==> src/rtl/sd_reg_arb_pkg.sv <==
// sd_reg_arb_pkg: shared types and constants for the SD host register-bank arbiter.
//   state_t     : arbiter FSM state encoding
//   REQ_A/REQ_B : requester ids (A = host bus, B = SD core)
//   DEFAULT_DW  : default register data width
package sd_reg_arb_pkg;
    typedef enum logic [2:0] {
        S_IDLE  = 3'd0,
        S_WRITE = 3'd1,
        S_CHECK = 3'd2,
        S_DONE  = 3'd3,
        S_ERR   = 3'd4
    } state_t;

    localparam logic REQ_A      = 1'b0;
    localparam logic REQ_B      = 1'b1;
    localparam int   DEFAULT_DW = 32;
endpackage

==> src/rtl/reg_bank_arbiter_if.sv <==
// reg_bank_arbiter_if: one requester's write handshake into the register-bank arbiter.
//   req/addr/wdata : requester -> arbiter (held until gnt, req dropped on done/err)
//   gnt/done/err   : arbiter -> requester, single-cycle pulses
// Modports: master = requester side, slave = arbiter side.
interface reg_bank_arbiter_if import sd_reg_arb_pkg::*; #(
    parameter int AW = 3,
    parameter int DW = DEFAULT_DW
);
    logic          req;
    logic [AW-1:0] addr;
    logic [DW-1:0] wdata;
    logic          gnt;
    logic          done;
    logic          err;

    modport master (output req, addr, wdata, input  gnt, done, err);
    modport slave  (input  req, addr, wdata, output gnt, done, err);
endinterface

==> src/rtl/reg_arb_pick.sv <==
// reg_arb_pick: 2-way requester picker.
//   clk, reset : clock, synchronous active-high reset
//   req_a/b    : pending requests
//   adv        : a grant is being taken this cycle (moves the round-robin pointer)
//   sel        : chosen side (REQ_A / REQ_B), only meaningful when a request is pending
// Config macro REG_ARB_RR_EN: defined -> round-robin with a pointer flop that moves to the
// side opposite the winner on every grant; undefined -> fixed priority, A wins ties.
module reg_arb_pick import sd_reg_arb_pkg::*; (
    input  logic clk,
    input  logic reset,
    input  logic req_a,
    input  logic req_b,
    input  logic adv,
    output logic sel
);
`ifdef REG_ARB_RR_EN
    logic ptr;

    always_ff @(posedge clk) begin
        if (reset)    ptr <= REQ_A;
        else if (adv) ptr <= ~sel;
    end

    always_comb begin
        if (req_a && req_b) sel = ptr;
        else                sel = req_a ? REQ_A : REQ_B;
    end
`else
    // Fixed priority needs no state; clock/reset/adv are intentionally unused here.
    logic unused_pick;
    assign unused_pick = ^{clk, reset, adv, req_b};
    assign sel = req_a ? REQ_A : REQ_B;
`endif
endmodule

==> src/rtl/reg_bank_arbiter.sv <==
// reg_bank_arbiter: shares write access to the SD host register bank between port A (host bus)
// and port B (SD core). Latches the winner's addr/data, issues a one-cycle one-hot strobe,
// checks the readback the cycle after, rewrites up to MAX_RETRY times, then pulses done or err.
//   clk, reset          : clock, synchronous active-high reset (also aborts a transaction)
//   a_port, b_port      : requester handshakes (reg_bank_arbiter_if.slave)
//   reg_wr_valid        : one-hot write strobe to the bank
//   reg_wr_data         : write data to the bank
//   reg_rd_data         : flattened readback, register i at [i*DW +: DW]
//   reg_ack             : per-register acknowledge
// Config macro REG_ARB_RR_EN (in reg_arb_pick): round-robin tie-break instead of A-priority.
module reg_bank_arbiter import sd_reg_arb_pkg::*; #(
    parameter int NREG      = 8,
    parameter int AW        = 3,
    parameter int DW        = DEFAULT_DW,
    parameter int MAX_RETRY = 2
)(
    input  logic                 clk,
    input  logic                 reset,
    reg_bank_arbiter_if.slave    a_port,
    reg_bank_arbiter_if.slave    b_port,
    output logic [NREG-1:0]      reg_wr_valid,
    output logic [DW-1:0]        reg_wr_data,
    input  logic [NREG*DW-1:0]   reg_rd_data,
    input  logic [NREG-1:0]      reg_ack
);
    localparam int              RW     = (MAX_RETRY > 0) ? $clog2(MAX_RETRY + 1) : 1;
    localparam logic [RW-1:0]   RMAX   = RW'(MAX_RETRY);
    localparam logic [AW:0]     NREG_W = NREG[AW:0];

    state_t        state_q, state_d;
    logic          win_q;
    logic [AW-1:0] addr_q;
    logic [DW-1:0] data_q;
    logic [RW-1:0] retry_q;

    logic          any_req, take, sel, addr_ok, ack_sel, rd_match, in_write, gnt;
    logic [DW-1:0] rd_sel;

    assign any_req = a_port.req | b_port.req;
    assign take    = (state_q == S_IDLE) && any_req;
    // Addresses past the populated bank are rejected without touching the bank.
    assign addr_ok = {1'b0, addr_q} < NREG_W;

    reg_arb_pick u_pick (
        .clk   (clk),
        .reset (reset),
        .req_a (a_port.req),
        .req_b (b_port.req),
        .adv   (take),
        .sel   (sel)
    );

    // Readback select by loop so an out-of-range address never indexes past the bus.
    always_comb begin
        rd_sel  = '0;
        ack_sel = 1'b0;
        for (int i = 0; i < NREG; i++) begin
            if (addr_q == AW'(i)) begin
                rd_sel  = reg_rd_data[i*DW +: DW];
                ack_sel = reg_ack[i];
            end
        end
    end
    assign rd_match = ack_sel && (rd_sel == data_q);

    always_comb begin
        state_d = state_q;
        case (state_q)
            S_IDLE:  if (any_req) state_d = S_WRITE;
            S_WRITE: state_d = addr_ok ? S_CHECK : S_ERR;
            S_CHECK: begin
                if (rd_match)           state_d = S_DONE;
                else if (retry_q < RMAX) state_d = S_WRITE;
                else                    state_d = S_ERR;
            end
            default: state_d = S_IDLE;
        endcase
    end

    always_ff @(posedge clk) begin
        if (reset) begin
            state_q <= S_IDLE;
            win_q   <= REQ_A;
            addr_q  <= '0;
            data_q  <= '0;
            retry_q <= '0;
        end else begin
            state_q <= state_d;
            if (take) begin
                win_q   <= sel;
                addr_q  <= (sel == REQ_A) ? a_port.addr  : b_port.addr;
                data_q  <= (sel == REQ_A) ? a_port.wdata : b_port.wdata;
                retry_q <= '0;
            end
            if (state_q == S_CHECK && !rd_match && retry_q < RMAX)
                retry_q <= retry_q + 1'b1;
            if (state_q == S_DONE || state_q == S_ERR)
                retry_q <= '0;
        end
    end

    // retry_q is zero only on the first WRITE of a transaction, so gnt pulses once.
    assign in_write = (state_q == S_WRITE);
    assign gnt      = in_write && (retry_q == '0);

    assign a_port.gnt  = gnt && (win_q == REQ_A);
    assign b_port.gnt  = gnt && (win_q == REQ_B);
    assign a_port.done = (state_q == S_DONE) && (win_q == REQ_A);
    assign b_port.done = (state_q == S_DONE) && (win_q == REQ_B);
    assign a_port.err  = (state_q == S_ERR)  && (win_q == REQ_A);
    assign b_port.err  = (state_q == S_ERR)  && (win_q == REQ_B);

    always_comb begin
        reg_wr_valid = '0;
        for (int i = 0; i < NREG; i++)
            reg_wr_valid[i] = in_write && addr_ok && (addr_q == AW'(i));
    end
    assign reg_wr_data = (in_write && addr_ok) ? data_q : '0;
endmodule
==> src/flat_wrapper.sv <==
// flat-port wrapper written by rule: the top's interface ports become plain ports
module reg_bank_arbiter_flat import sd_reg_arb_pkg::*;
#(
    parameter int NREG      = 8,
    parameter int AW        = 3,
    parameter int DW        = DEFAULT_DW,
    parameter int MAX_RETRY = 2
)
  (clk, reset, reg_wr_valid, reg_wr_data, reg_rd_data, reg_ack, a_port_req, a_port_addr, a_port_wdata, a_port_gnt, a_port_done, a_port_err, b_port_req, b_port_addr, b_port_wdata, b_port_gnt, b_port_done, b_port_err);
  reg_bank_arbiter_if #(.AW(AW), .DW(DW)) a_port_i ();
  reg_bank_arbiter_if #(.AW(AW), .DW(DW)) b_port_i ();
  input  logic clk;
  input  logic reset;
  output logic [NREG-1:0] reg_wr_valid;
  output logic [DW-1:0] reg_wr_data;
  input  logic [NREG*DW-1:0] reg_rd_data;
  input  logic [NREG-1:0] reg_ack;
  input wire logic [$bits(a_port_i.req)-1:0] a_port_req;
  input wire logic [$bits(a_port_i.addr)-1:0] a_port_addr;
  input wire logic [$bits(a_port_i.wdata)-1:0] a_port_wdata;
  output wire logic [$bits(a_port_i.gnt)-1:0] a_port_gnt;
  output wire logic [$bits(a_port_i.done)-1:0] a_port_done;
  output wire logic [$bits(a_port_i.err)-1:0] a_port_err;
  input wire logic [$bits(b_port_i.req)-1:0] b_port_req;
  input wire logic [$bits(b_port_i.addr)-1:0] b_port_addr;
  input wire logic [$bits(b_port_i.wdata)-1:0] b_port_wdata;
  output wire logic [$bits(b_port_i.gnt)-1:0] b_port_gnt;
  output wire logic [$bits(b_port_i.done)-1:0] b_port_done;
  output wire logic [$bits(b_port_i.err)-1:0] b_port_err;
  assign a_port_i.req = a_port_req;
  assign a_port_i.addr = a_port_addr;
  assign a_port_i.wdata = a_port_wdata;
  assign a_port_gnt = a_port_i.gnt;
  assign a_port_done = a_port_i.done;
  assign a_port_err = a_port_i.err;
  assign b_port_i.req = b_port_req;
  assign b_port_i.addr = b_port_addr;
  assign b_port_i.wdata = b_port_wdata;
  assign b_port_gnt = b_port_i.gnt;
  assign b_port_done = b_port_i.done;
  assign b_port_err = b_port_i.err;
  reg_bank_arbiter #(.NREG(NREG), .AW(AW), .DW(DW), .MAX_RETRY(MAX_RETRY)) u_core (.clk(clk), .reset(reset), .a_port(a_port_i), .b_port(b_port_i), .reg_wr_valid(reg_wr_valid), .reg_wr_data(reg_wr_data), .reg_rd_data(reg_rd_data), .reg_ack(reg_ack));
endmodule
==> config.mk <==
export PLATFORM = sky130hd
export DESIGN_NAME = reg_bank_arbiter_flat
export DESIGN_NICKNAME = d
export VERILOG_FILES = /design/src/rtl/sd_reg_arb_pkg.sv /design/src/rtl/reg_bank_arbiter_if.sv /design/src/rtl/reg_arb_pick.sv /design/src/rtl/reg_bank_arbiter.sv /design/src/flat_wrapper.sv
export SDC_FILE = /design/constraint.sdc
export NUM_CORES = 1
export LEC_CHECK = 0
export CAP_MARGIN = 20
export CORE_AREA = 2 2 150 152
export DETAILED_ROUTE_END_ITERATION = 16
export DIE_AREA = 0 0 152 154
export PLACE_DENSITY = 0.57
export RECOVER_POWER = 100
export SLEW_MARGIN = 20
export SYNTH_ARGS = -nofsm -noshare
export SYNTH_HDL_FRONTEND = slang
export SYNTH_SLANG_ARGS = --single-unit
==> constraint.sdc <==
create_clock -name clk -period 2.9 [get_ports clk]
set_input_delay 0.58 -clock clk [delete_from_list [all_inputs] [get_ports clk]]
set_output_delay 0.58 -clock clk [all_outputs]
set_load 0.05 [all_outputs]
=== Yosys cells after proc, flatten, opt, wreduce, memory -nomap -nowiden ===
Cells that the tools add are included.

* Add/subtract/negate cells: 1
* Order comparisons: 1
* Equal/unequal tests: 13
* Muxes and demuxes: 26
* Bitwise gates (word level): 2
* Reductions and logical operators: 26

{| class="wikitable"
|+ Operator list
! kind !! count
|-
| 2-to-1 mux 32 bit || 10
|-
| == test 32 bit || 1
|-
| logical AND 1 bit || 19
|-
| == test 3 bit (second input constant) || 5
|-
| == test 3 x 2 -> 1 bit (second input constant) || 4
|-
| 2-to-1 mux 3 bit || 4
|-
| 2-to-1 mux 1 bit || 9
|-
| one-hot mux 3 bit (3 select lines) || 1
|-
| == test 3 x 1 -> 1 bit (second input constant) || 2
|-
| logical NOT 3 bit || 2
|-
| 2-to-1 mux 2 bit || 2
|-
| adder 2 x 1 -> 2 bit (second input constant) || 1
|-
| logical NOT 2 bit || 1
|-
| less-than comparator 2 bit (second input constant) || 1
|-
| inequality test 2 x 1 -> 1 bit (second input constant) || 1
|-
| nonzero test 2 bit || 1
|-
| OR reduction 2 bit || 1
|-
| logical NOT 1 bit || 1
|-
| logical OR 1 bit || 1
|-
| NOT 1 bit || 1
|-
| OR 1 bit || 1
|}

* Bits in registers: 41
* Input port bits: 338
* Output and inout port bits: 46
* Logic and storage cells: 74

=== Logic depth before layout (Yosys ltp) ===
Gate-level depths: netlist of run 1.

* Depth in word-level cells: 15
* Mapped depth: 13

=== Hierarchy ===
From an unflattened synthesis of run 1, not the netlist that was laid out.

* Cell total of the unflattened synthesis: 620
* Area total of the unflattened synthesis: 5,057.4 um2

{| class="wikitable"
|+ By module, submodules not included
! module !! instances !! cells each !! area an instance (um2) !! sequential area each (um2)
|-
| reg_bank_arbiter || 1 || 619 || 5,053.6 || 820.8
|-
| reg_arb_pick || 1 || 1 || 3.8 || 0.0
|}

=== Least setup slack after synthesis of run 1 ===
No wires, ideal clock.

* Path type: reg-to-output
* Start point: reg u_core.addr_q[2]
* End point: out reg_wr_valid[4]
* Arrival: 2,177 ps
* Path slack: 143 ps
* Stages on the path, launching flop included: 6
* Cells stage by stage: dfxtp_1 > buf_2 > buf_2 > buf_1 > nand2_1 > nor3_1

* Word-level cells in the longest chain between the ends: 2

{| class="wikitable"
|+ RTL lines
! what !! RTL line !! RTL
|-
| from (decl) || reg_bank_arbiter.sv:32 || <nowiki>logic [AW-1:0] addr_q;</nowiki>
|-
| from (signal assigned) || reg_bank_arbiter.sv:91 || <nowiki>addr_q <= (sel == REQ_A) ? a_port.addr : b_port.addr;</nowiki>
|-
| == test 3 bit || reg_bank_arbiter.sv:116 || <nowiki>reg_wr_valid[i] = in_write && addr_ok && (addr_q == AW'(i));</nowiki>
|-
| logical AND 1 bit || reg_bank_arbiter.sv:116 ||
|-
| to (decl) || flat_wrapper.sv:14 || <nowiki>output logic [NREG-1:0] reg_wr_valid;</nowiki>
|}

No other way between the ends.

=== Worst setup path after layout of run 1 ===
* Start point: in reg_rd_data[115]
* End point: reg u_core.retry_q[0]

* Word-level cells in the longest chain between the ends: 11

{| class="wikitable"
|+ RTL lines
! what !! RTL line !! RTL
|-
| from (decl) || flat_wrapper.sv:16 || <nowiki>input logic [NREG*DW-1:0] reg_rd_data;</nowiki>
|-
| 2-to-1 mux 32 bit * (5 in series) || reg_bank_arbiter.sv:58 || <nowiki>if (addr_q == AW'(i)) begin</nowiki>
|-
| == test 32 bit * || reg_bank_arbiter.sv:64 || <nowiki>assign rd_match = ack_sel && (rd_sel == data_q);</nowiki>
|-
| logical AND 1 bit * || reg_bank_arbiter.sv:64 ||
|-
| logical NOT 1 bit * || reg_bank_arbiter.sv:95 || <nowiki>if (state_q == S_CHECK && !rd_match && retry_q < RMAX)</nowiki>
|-
| logical AND 1 bit * (2 in series) || reg_bank_arbiter.sv:95 ||
|-
| 2-to-1 mux 2 bit / nonzero test 2 bit (equally long branches) || n/a ||
|-
| to (signal assigned) || reg_bank_arbiter.sv:96 || <nowiki>retry_q <= retry_q + 1'b1;</nowiki>
|-
| to (decl) || reg_bank_arbiter.sv:34 || <nowiki>logic [RW-1:0] retry_q;</nowiki>
|}

Every way passes the cells marked *; elsewhere a longest branch is shown, timed or not.
A chain may end at the register's enable or synchronous reset.

==> metrics.txt, run 1 <==
# TYPE chip_impl_metric gauge
chip_impl_metric{name="design_area",unit="sq mm"} 0.00993
chip_impl_info{name="sequence_of_cells_on_the_critical_path",value="clkdlybuf4s50_1 -> mux4_2 -> o2bb2ai_2 -> a21oi_2 -> xor2_1 -> nand2_1 -> nor4_2 -> nand4_2 -> buf_6 -> nand4_1 -> mux2_4"} 1
chip_impl_metric{name="design.final.nets",unit=""} 1328
chip_impl_metric{name="post_route_cells_drive_above_1_share",unit=""} 0.194
chip_impl_metric{name="max-clock-path-buffers",unit=""} 2
chip_impl_metric{name="crit_path_max_incr_delay",unit="ps"} 510
chip_impl_metric{name="irDropWorstVdd",unit="mV"} 0.303
chip_impl_metric{name="skew",unit="ps"} 2.59
chip_impl_metric{name="netSwitchingPower",unit="uW"} 1160
chip_impl_info{name="violated_checks",value="setup timing"} 1
chip_impl_info{name="tritoncts",value="built"} 1
chip_impl_metric{name="clk_latency",unit="ps"} 280
chip_impl_metric{name="cp_data_required_time",unit="ps"} 3070
chip_impl_metric{name="routed_wirelength",unit="mm"} 25.7
chip_impl_metric{name="drt.antenna.violating_nets",unit=""} 0
chip_impl_metric{name="cts_made_buffers",unit=""} 5
chip_impl_metric{name="htreeDepth",unit=""} 2
chip_impl_metric{name="clock_pin_transition_on_the_worst_setup_and_hold_timing_paths",unit="ps"} 60
chip_impl_metric{name="power_report.internal_total",unit="uW"} 2040
chip_impl_metric{name="grt-ovfl-total",unit=""} 0
chip_impl_metric{name="numPortBuffers",unit=""} 383
chip_impl_metric{name="crit_buf_inv",unit=""} 2
chip_impl_metric{name="switching_share",unit=""} 0.362
chip_impl_info{name="synth_top_flop_cell",value="dfxtp_1"} 1
chip_impl_metric{name="floorplan.die.height",unit="um"} 154
chip_impl_metric{name="finalMaxSlewViolations",unit=""} 0
chip_impl_metric{name="final-setup-viol-count",unit=""} 2
chip_impl_info{name="timing.hold.worst.class",value="reg -> reg"} 1
chip_impl_metric{name="netlist_instances",unit=""} 566
chip_impl_metric{name="gp_routability_congestion",unit=""} 0.796
chip_impl_metric{name="setup_ws",unit="ps"} -23.1
chip_impl_info{name="clock_tree.root_cell",value="clkbuf_16"} 1
chip_impl_info{name="critical-path-slowest-cell",value="mux4_2"} 1
chip_impl_metric{name="pin_count_of_the_biggest_net_entering_global_routing",unit=""} 41
chip_impl_metric{name="synth.avg_cell_area",unit="sq um"} 8.72
chip_impl_metric{name="p_leak",unit="uW"} 0.00386
chip_impl_metric{name="detailed_place.area",unit="sq mm"} 0.00974
chip_impl_info{name="run_status",value="complete, but fails checks"} 1
chip_impl_metric{name="finalCritPeriodShare",unit=""} 1.01
chip_impl_metric{name="vias",unit=""} 5969
chip_impl_metric{name="max_slew.worst_pin.slew",unit="ps"} 728
chip_impl_metric{name="power.share.clock",unit=""} 0.169
chip_impl_metric{name="detailedRoute.firstIterationViolations",unit=""} 296
chip_impl_metric{name="worstPathArrival",unit="ps"} 3100
chip_impl_info{name="rsz0062_at_grt",value="yes"} 1
chip_impl_metric{name="cap_violations",unit=""} 0
chip_impl_info{name="worstSetupPathType",value="in -> reg"} 1
chip_impl_metric{name="synth_cell_types",unit=""} 55
chip_impl_metric{name="top_level_ports",unit=""} 384
chip_impl_metric{name="fmax",unit="MHz"} 342
chip_impl_info{name="timing.critical_path.from_type",value="input pin"} 1
chip_impl_metric{name="ys_seq_elements",unit=""} 41
chip_impl_metric{name="floorplan.die.width",unit="um"} 152
chip_impl_info{name="critPathCaptureType",value="flip-flop"} 1
chip_impl_metric{name="remaining_drc_errors",unit=""} 0
chip_impl_metric{name="synth-warning-count",unit=""} 0
chip_impl_metric{name="area_growth_syn_to_layout",unit="%"} 101
chip_impl_metric{name="fin_total_pwr",unit="uW"} 3200
chip_impl_metric{name="syn_nets",unit=""} 905
chip_impl_metric{name="fp.dieArea",unit="sq mm"} 0.0234
chip_impl_metric{name="post_drt_wl_per_cell",unit="um"} 20.2
chip_impl_metric{name="fillerInstances",unit=""} 2210
chip_impl_metric{name="critical_path.max_fanout",unit=""} 2
chip_impl_metric{name="antenna_found_initial",unit=""} 0
chip_impl_metric{name="average_vias_per_placed_instance",unit=""} 4.70
chip_impl_metric{name="row_count",unit=""} 54
chip_impl_metric{name="cts.sink_count",unit=""} 41
chip_impl_metric{name="first_global_vias",unit=""} 6167
chip_impl_metric{name="hold_slack",unit="ps"} 501
chip_impl_metric{name="grt_use_total",unit=""} 0.210
chip_impl_metric{name="end_of_flow_core_utilization",unit=""} 0.458
chip_impl_metric{name="grt_pass1_wl",unit="mm"} 37.7
chip_impl_metric{name="max-slew-margin-rel",unit=""} 0.515
chip_impl_metric{name="initial_core_util",unit=""} 0.227
chip_impl_metric{name="finalHoldViolations",unit=""} 0
chip_impl_metric{name="synthesis.area",unit="sq mm"} 0.00493
chip_impl_metric{name="fin_crit",unit="ps"} 2920
chip_impl_metric{name="comb_power_share",unit=""} 0.610
chip_impl_metric{name="number_of_antenna_cells_inserted",unit=""} 0
chip_impl_info{name="cpLargestDelayFamily",value="multiplexers"} 1
chip_impl_metric{name="detailedRoute.firstPassIterationCount",unit=""} 4
chip_impl_metric{name="synth_edf_count",unit=""} 0
chip_impl_metric{name="async_reset_ff_frac",unit=""} 0
chip_impl_metric{name="detailed_place_hpwl",unit="mm"} 21.9
chip_impl_metric{name="synth-seq-area-share",unit=""} 0.166
chip_impl_metric{name="share_of_power_burned_in_registers",unit=""} 0.221
chip_impl_metric{name="power_density",unit="mW/mm^2"} 322
chip_impl_metric{name="floorplan.core_area",unit="sq mm"} 0.0217
cell usage after synthesis, types with 2 or more instances:
cell,instances,share of area
xor2_1,18,0.032
clkbuf_1,19,0.014
buf_1,6,0.0046
nand3_1,6,0.0061
and3_1,4,0.0051
nand2_1,26,0.020
mux2_2,7,0.016
xnor2_1,10,0.018
nor2b_1,5,0.0063
o221ai_1,2,0.0036
o211ai_1,6,0.0091
mux4_2,27,0.12
o22ai_1,7,0.0089
nand4_1,8,0.010
a22o_1,5,0.0089
nor4_1,2,0.0025
buf_2,12,0.012
o21ai_0,7,0.0071
a221oi_1,6,0.011
a21oi_1,14,0.014
o2bb2ai_1,7,0.012
nand2b_1,9,0.011
or3_1,2,0.0025
o32ai_1,2,0.0036
a22oi_1,7,0.011
dfxtp_1,41,0.17
nand3b_1,2,0.0030
a2bb2oi_1,2,0.0036
buf_4,9,0.014
inv_1,9,0.0068
nor2_1,53,0.040
and2_1,38,0.048
buf_6,6,0.014
nor3_1,14,0.014
a31oi_1,3,0.0038
a211oi_1,40,0.061
mux2i_1,107,0.22
routing by layer:
layer | share of wire | GRT usage
met1 | 0.43 | 0.265
met2 | 0.49 | 0.371
met3 | 0.065 | 0.0457
met4 | 0.015 | 0.0369
met5 | 0 | 0
path summary, 6_finish.rpt:
| check | start | end | slack, ps | depth (start not counted) |
|---|---|---|---|---|
| min reg2reg | u_core.retry_q[1]$_SDFFE_PP0P_ | u_core.state_q[2]$_SDFFE_PP0P_ | 500 | 2 |
| max reg2reg | u_core.addr_q[0]$_SDFFE_PP0P_ | u_core.retry_q[0]$_SDFFE_PP0P_ | -20 | 14 |
| max | reg_rd_data[115] | u_core.retry_q[0]$_SDFFE_PP0P_ | -20 | 11 |
| min | u_core.retry_q[1]$_SDFFE_PP0P_ | u_core.state_q[2]$_SDFFE_PP0P_ | 500 | 2 |
worst min-delay path, delay by kind of cell, from the launching register on:
family | cells | cell delay [ps]
simple gates | 2 | 120
flops | 1 | 350
through the flow:
step	instances	setup TNS [ps]	setup slack, ps
3_3_place_gp	1254	-1930	-563
5_1_grt	1270	-482	-151
2_1_floorplan	566	0	143
4_1_cts	1270	-56.6	-29.5
3_5_place_dp	1254	-1870	-554
6_report	1270	-39.0	-23.1
power by group through the flow:
| stage | combinational (uW) | clock, uW | sequential (uW) |
|---|---|---|---|
| finish | 1950 | 542 | 708 |
| global route | 2100 | 589 | 718 |
| CTS | 2000 | 562 | 709 |
| detailed placement | 1930 | 0 | 721 |
| global placement | 1920 | 0 | 720 |
| floorplan | 955 | 0 | 672 |
repair_timing:
| item | CTS | global route |
|---|---|---|
| buffers inserted | 11 | 0 |
| gates resized for setup | 27 | 3 |
| setup endpoints to repair | 3 | 5 |
| pin swaps | 18 | 2 |
| hold buffers | 0 | 0 |
cell type report:
class | count | area [sq um] | area share
Inverter | 10 | 37.5 | 0.00378
Timing Repair Buffer | 469 | 4700 | 0.473
Tap cell | 280 | 350 | 0.0353
Clock inverter | 3 | 17.5 | 0.00176
Clock buffer | 5 | 125 | 0.0126
Multi-Input combinational cell | 462 | 3870 | 0.390
Sequential cell | 41 | 832 | 0.0838
cell usage in the layout, fill, tap and decap left out, types with 4 or more instances in the layout:
| master | instances |
|---|---|
| a211oi_1 | 39 |
| a21oi_1 | 11 |
| a221oi_1 | 4 |
| a22o_1 | 5 |
| a22oi_1 | 7 |
| and2_0 | 16 |
| and2_1 | 22 |
| and3_1 | 4 |
| buf_12 | 31 |
| buf_4 | 67 |
| clkbuf_1 | 7 |
| clkbuf_16 | 5 |
| clkbuf_2 | 18 |
| clkdlybuf4s50_1 | 332 |
| dfxtp_1 | 38 |
| dlygate4sd2_1 | 4 |
| dlygate4sd3_1 | 4 |
| inv_1 | 8 |
| mux2_2 | 6 |
| mux2i_1 | 105 |
| mux4_2 | 27 |
| nand2_1 | 26 |
| nand2b_1 | 9 |
| nand3_1 | 5 |
| nand4_1 | 8 |
| nor2_1 | 52 |
| nor2b_1 | 4 |
| nor3_1 | 14 |
| o211ai_1 | 6 |
| o21ai_0 | 6 |
| o22ai_1 | 6 |
| o2bb2ai_1 | 6 |
| xnor2_1 | 10 |
| xor2_1 | 17 |
kinds of logic (layout without fill, tap and decap cells):
logic type | count (synthesis) | after routing | synth area share
adders and majority gates | 1 | 1 | 0.00254
muxes | 141 | 141 | 0.356
and+or+nand+nor | 175 | 175 | 0.181
xor gates and xnor gates | 28 | 28 | 0.0497
AOI/OAI and AO/OA | 117 | 117 | 0.174
DFF | 41 | 41 | 0.166
buffers and inverters | 63 | 487 | 0.0702
state kept, by name (all words and copies together) (netlist names):
signal,flops
u_core.addr_q,3
u_core.data_q,32
u_core.retry_q,2
u_core.state_q,3
u_core.win_q,1
Power figures use the tool's default switching activity.
==> run 2: changes to the inputs <==
--- a/config.mk
+++ b/config.mk
@@ -11,7 +11,7 @@
 export DIE_AREA = 0 0 152 154
 export PLACE_DENSITY = 0.57
 export RECOVER_POWER = 100
-export SLEW_MARGIN = 20
+export SLEW_MARGIN = 15
 export SYNTH_ARGS = -nofsm -noshare
 export SYNTH_HDL_FRONTEND = slang
 export SYNTH_SLANG_ARGS = --single-unit
==> results of run 2 <==
The final DEF is identical to that of run 1; final timing and power are the same.
==> RTL edit, RTL diff (config.mk and constraints of run 2) <==
Re-encode `state_t` (5 states) as one-hot, 5 bits wide.
--- a/src/rtl/sd_reg_arb_pkg.sv
+++ b/src/rtl/sd_reg_arb_pkg.sv
@@ -4,10 +4,10 @@
 //   DEFAULT_DW  : default register data width
 package sd_reg_arb_pkg;
-    typedef enum logic [2:0] {
-        S_IDLE  = 3'd0,
-        S_WRITE = 3'd1,
-        S_CHECK = 3'd2,
-        S_DONE  = 3'd3,
-        S_ERR   = 3'd4
+    typedef enum logic [4:0] {
+        S_IDLE  = 5'b00001,
+        S_WRITE = 5'b00010,
+        S_CHECK = 5'b00100,
+        S_DONE  = 5'b01000,
+        S_ERR   = 5'b10000
     } state_t;
 
Check against the original RTL: no difference found for any inputs over 10 cycles, from zero or initial values and one cycle with reset high; not proved beyond that.
==> RTL edit against run 2 <==
  * Power rose by 22%
  * Die area did not move
  * Design area rose by 0.83%
  * Sequential cell count rose by 2
  * Worst setup slack improved by 150 ps
  * Wire length rose by 6.7%
  * Area after synthesis rose by 6.0%
  * Sequential power rose by 21%
==> RTL edit: results (changes against run 2) <==
stage;metric;value;unit;change
global_route;grt_pass1_vias;6680;;was 6167
layout;nonClockBufferCount;451;;was 469
routing;m1WireLength;11.5;mm;was 11.1 mm
power_and_ir_drop;swShare;39.6;%;was 36.2%
cts;cts_sinks;43;;was 41
worst_setup_path;arrival;2990;ps;was 3100 ps
layout;multi_input_area;0.00405;sq mm;was 0.00387 sq mm
yosys;synth_compound_area_share;23.2;%;was 17.4%
run_status;outcome;finished clean;;was finished, violations left
global_route;grtUsageMet1;27.2;%;was 26.5%
layout;multi_input_cells;513;;was 462
worst_hold_path;worstHoldStart;u_core.retry_q[0]$_SDFFE_PP0P_;;was u_core.retry_q[1]$_SDFFE_PP0P_
yosys;synth_commonest_cells;mux2i_1 (87), nor2_1 (65), dfxtp_1 (43);;was mux2i_1 (107), nor2_1 (53), dfxtp_1 (41)
sta;fin_skew;7.81;ps;was 2.59 ps
global_route;met3_usage;5.50;%;was 4.57%
yosys;yosys-top-cells-area;mux2i_1 (17%), dfxtp_1 (16%), mux4_2 (6.5%);;was mux2i_1 (22%), dfxtp_1 (17%), mux4_2 (12%)
worst_setup_path;slowest_delay;470;ps;was 510 ps
cts;cts-resized-gates;1;;was 27
layout;layoutNonFillerInstCount;1305;;was 1270
yosys;synth-xor-area-share;3.52;%;was 4.97%
placed_design;pre_cts_ws;-442;ps;was -554 ps
sta;tightestPinTransition;698;ps;was 728 ps
yosys;seq_area_frac_synth;16.5;%;was 16.6%
worst_setup_path;crit_start;u_core.addr_q[0]$_SDFFE_PP0P_;;was reg_rd_data[115]
routing;vias_per_cell;4.96;;was 4.70
layout;clk_share;1.40;%;was 1.44%
placed_design;placed_cell_area;0.0101;sq mm;was 0.00974 sq mm
global_route;grtUsageMet2;40.4;%;was 37.1%
layout;reg_top3;u_core.data_q: 32 flops, u_core.state_q: 5 flops, u_core.addr_q: 3 flops;;was u_core.data_q: 32 flops, u_core.addr_q: 3 flops, u_core.state_q: 3 flops
worst_setup_path;path_delay_family;simple AND/OR/NAND/NOR gates;;was multiplexers
global_route;grt_pass1_wl;40.4;mm;was 37.7 mm
power_and_ir_drop;ir_worst_vdd;0.224;mV;was 0.303 mV
worst_setup_path;crit_slowest_cell;dfxtp_4;;was mux4_2
yosys;syn_nets;962;;was 905
yosys;netlist_instances;623;;was 566
routing;drtIter0Drc;228;;was 296
routing;route.met3.wl;1.83;mm;was 1.67 mm
cts;post_cts_buffers;1;;was 11
routing;dr_wl_met2;13.6;mm;was 12.5 mm
layout;multi_input_area_share;40.4;%;was 39.0%
layout;buf_share;45.6;%;was 47.3%
global_route;grt_max_degree;37;;was 41
routing;wl;27.4;mm;was 25.7 mm
worst_setup_path;worstPathMaxFanout;11;;was 2
power_and_ir_drop;leakagePower;3.76;nW;was 3.86 nW
layout;layout.nets;1363;;was 1328
## RTL edit: cell count changes in the layout (fill, tap and decap cells not counted), sizes merged, moves of 8 or more
cell | run 2 | this run
nor2 | 54 | 65
nor2b | 5 | 14
a2bb2oi | 2 | 10
mux2i | 107 | 87
o21ai | 8 | 22
buf | 104 | 92
a21oi | 14 | 24
## RTL edit: worst register-to-register path, cell delays in order (launching register included)
cell and delay, ps:
dfxtp_4 470, and2b_1 300, buf_4 200, a2bb2oi_1 150, a21oi_1 110, or3_1 350, a211o_1 330, nor4_2 240
nand4b_1 130, buf_4 170, nand2_1 80, mux2i_1 170
## RTL edit: worst paths after layout
check / end / slack [ps] / cells past startpoint
max: u_core.retry_q[0]$_SDFFE_PP0P_ / 130 / 11
min: u_core.retry_q[0]$_SDFFE_PP0P_ / 490 / 2
max reg2reg: u_core.retry_q[0]$_SDFFE_PP0P_ / 130 / 11
min reg2reg: u_core.retry_q[0]$_SDFFE_PP0P_ / 490 / 2
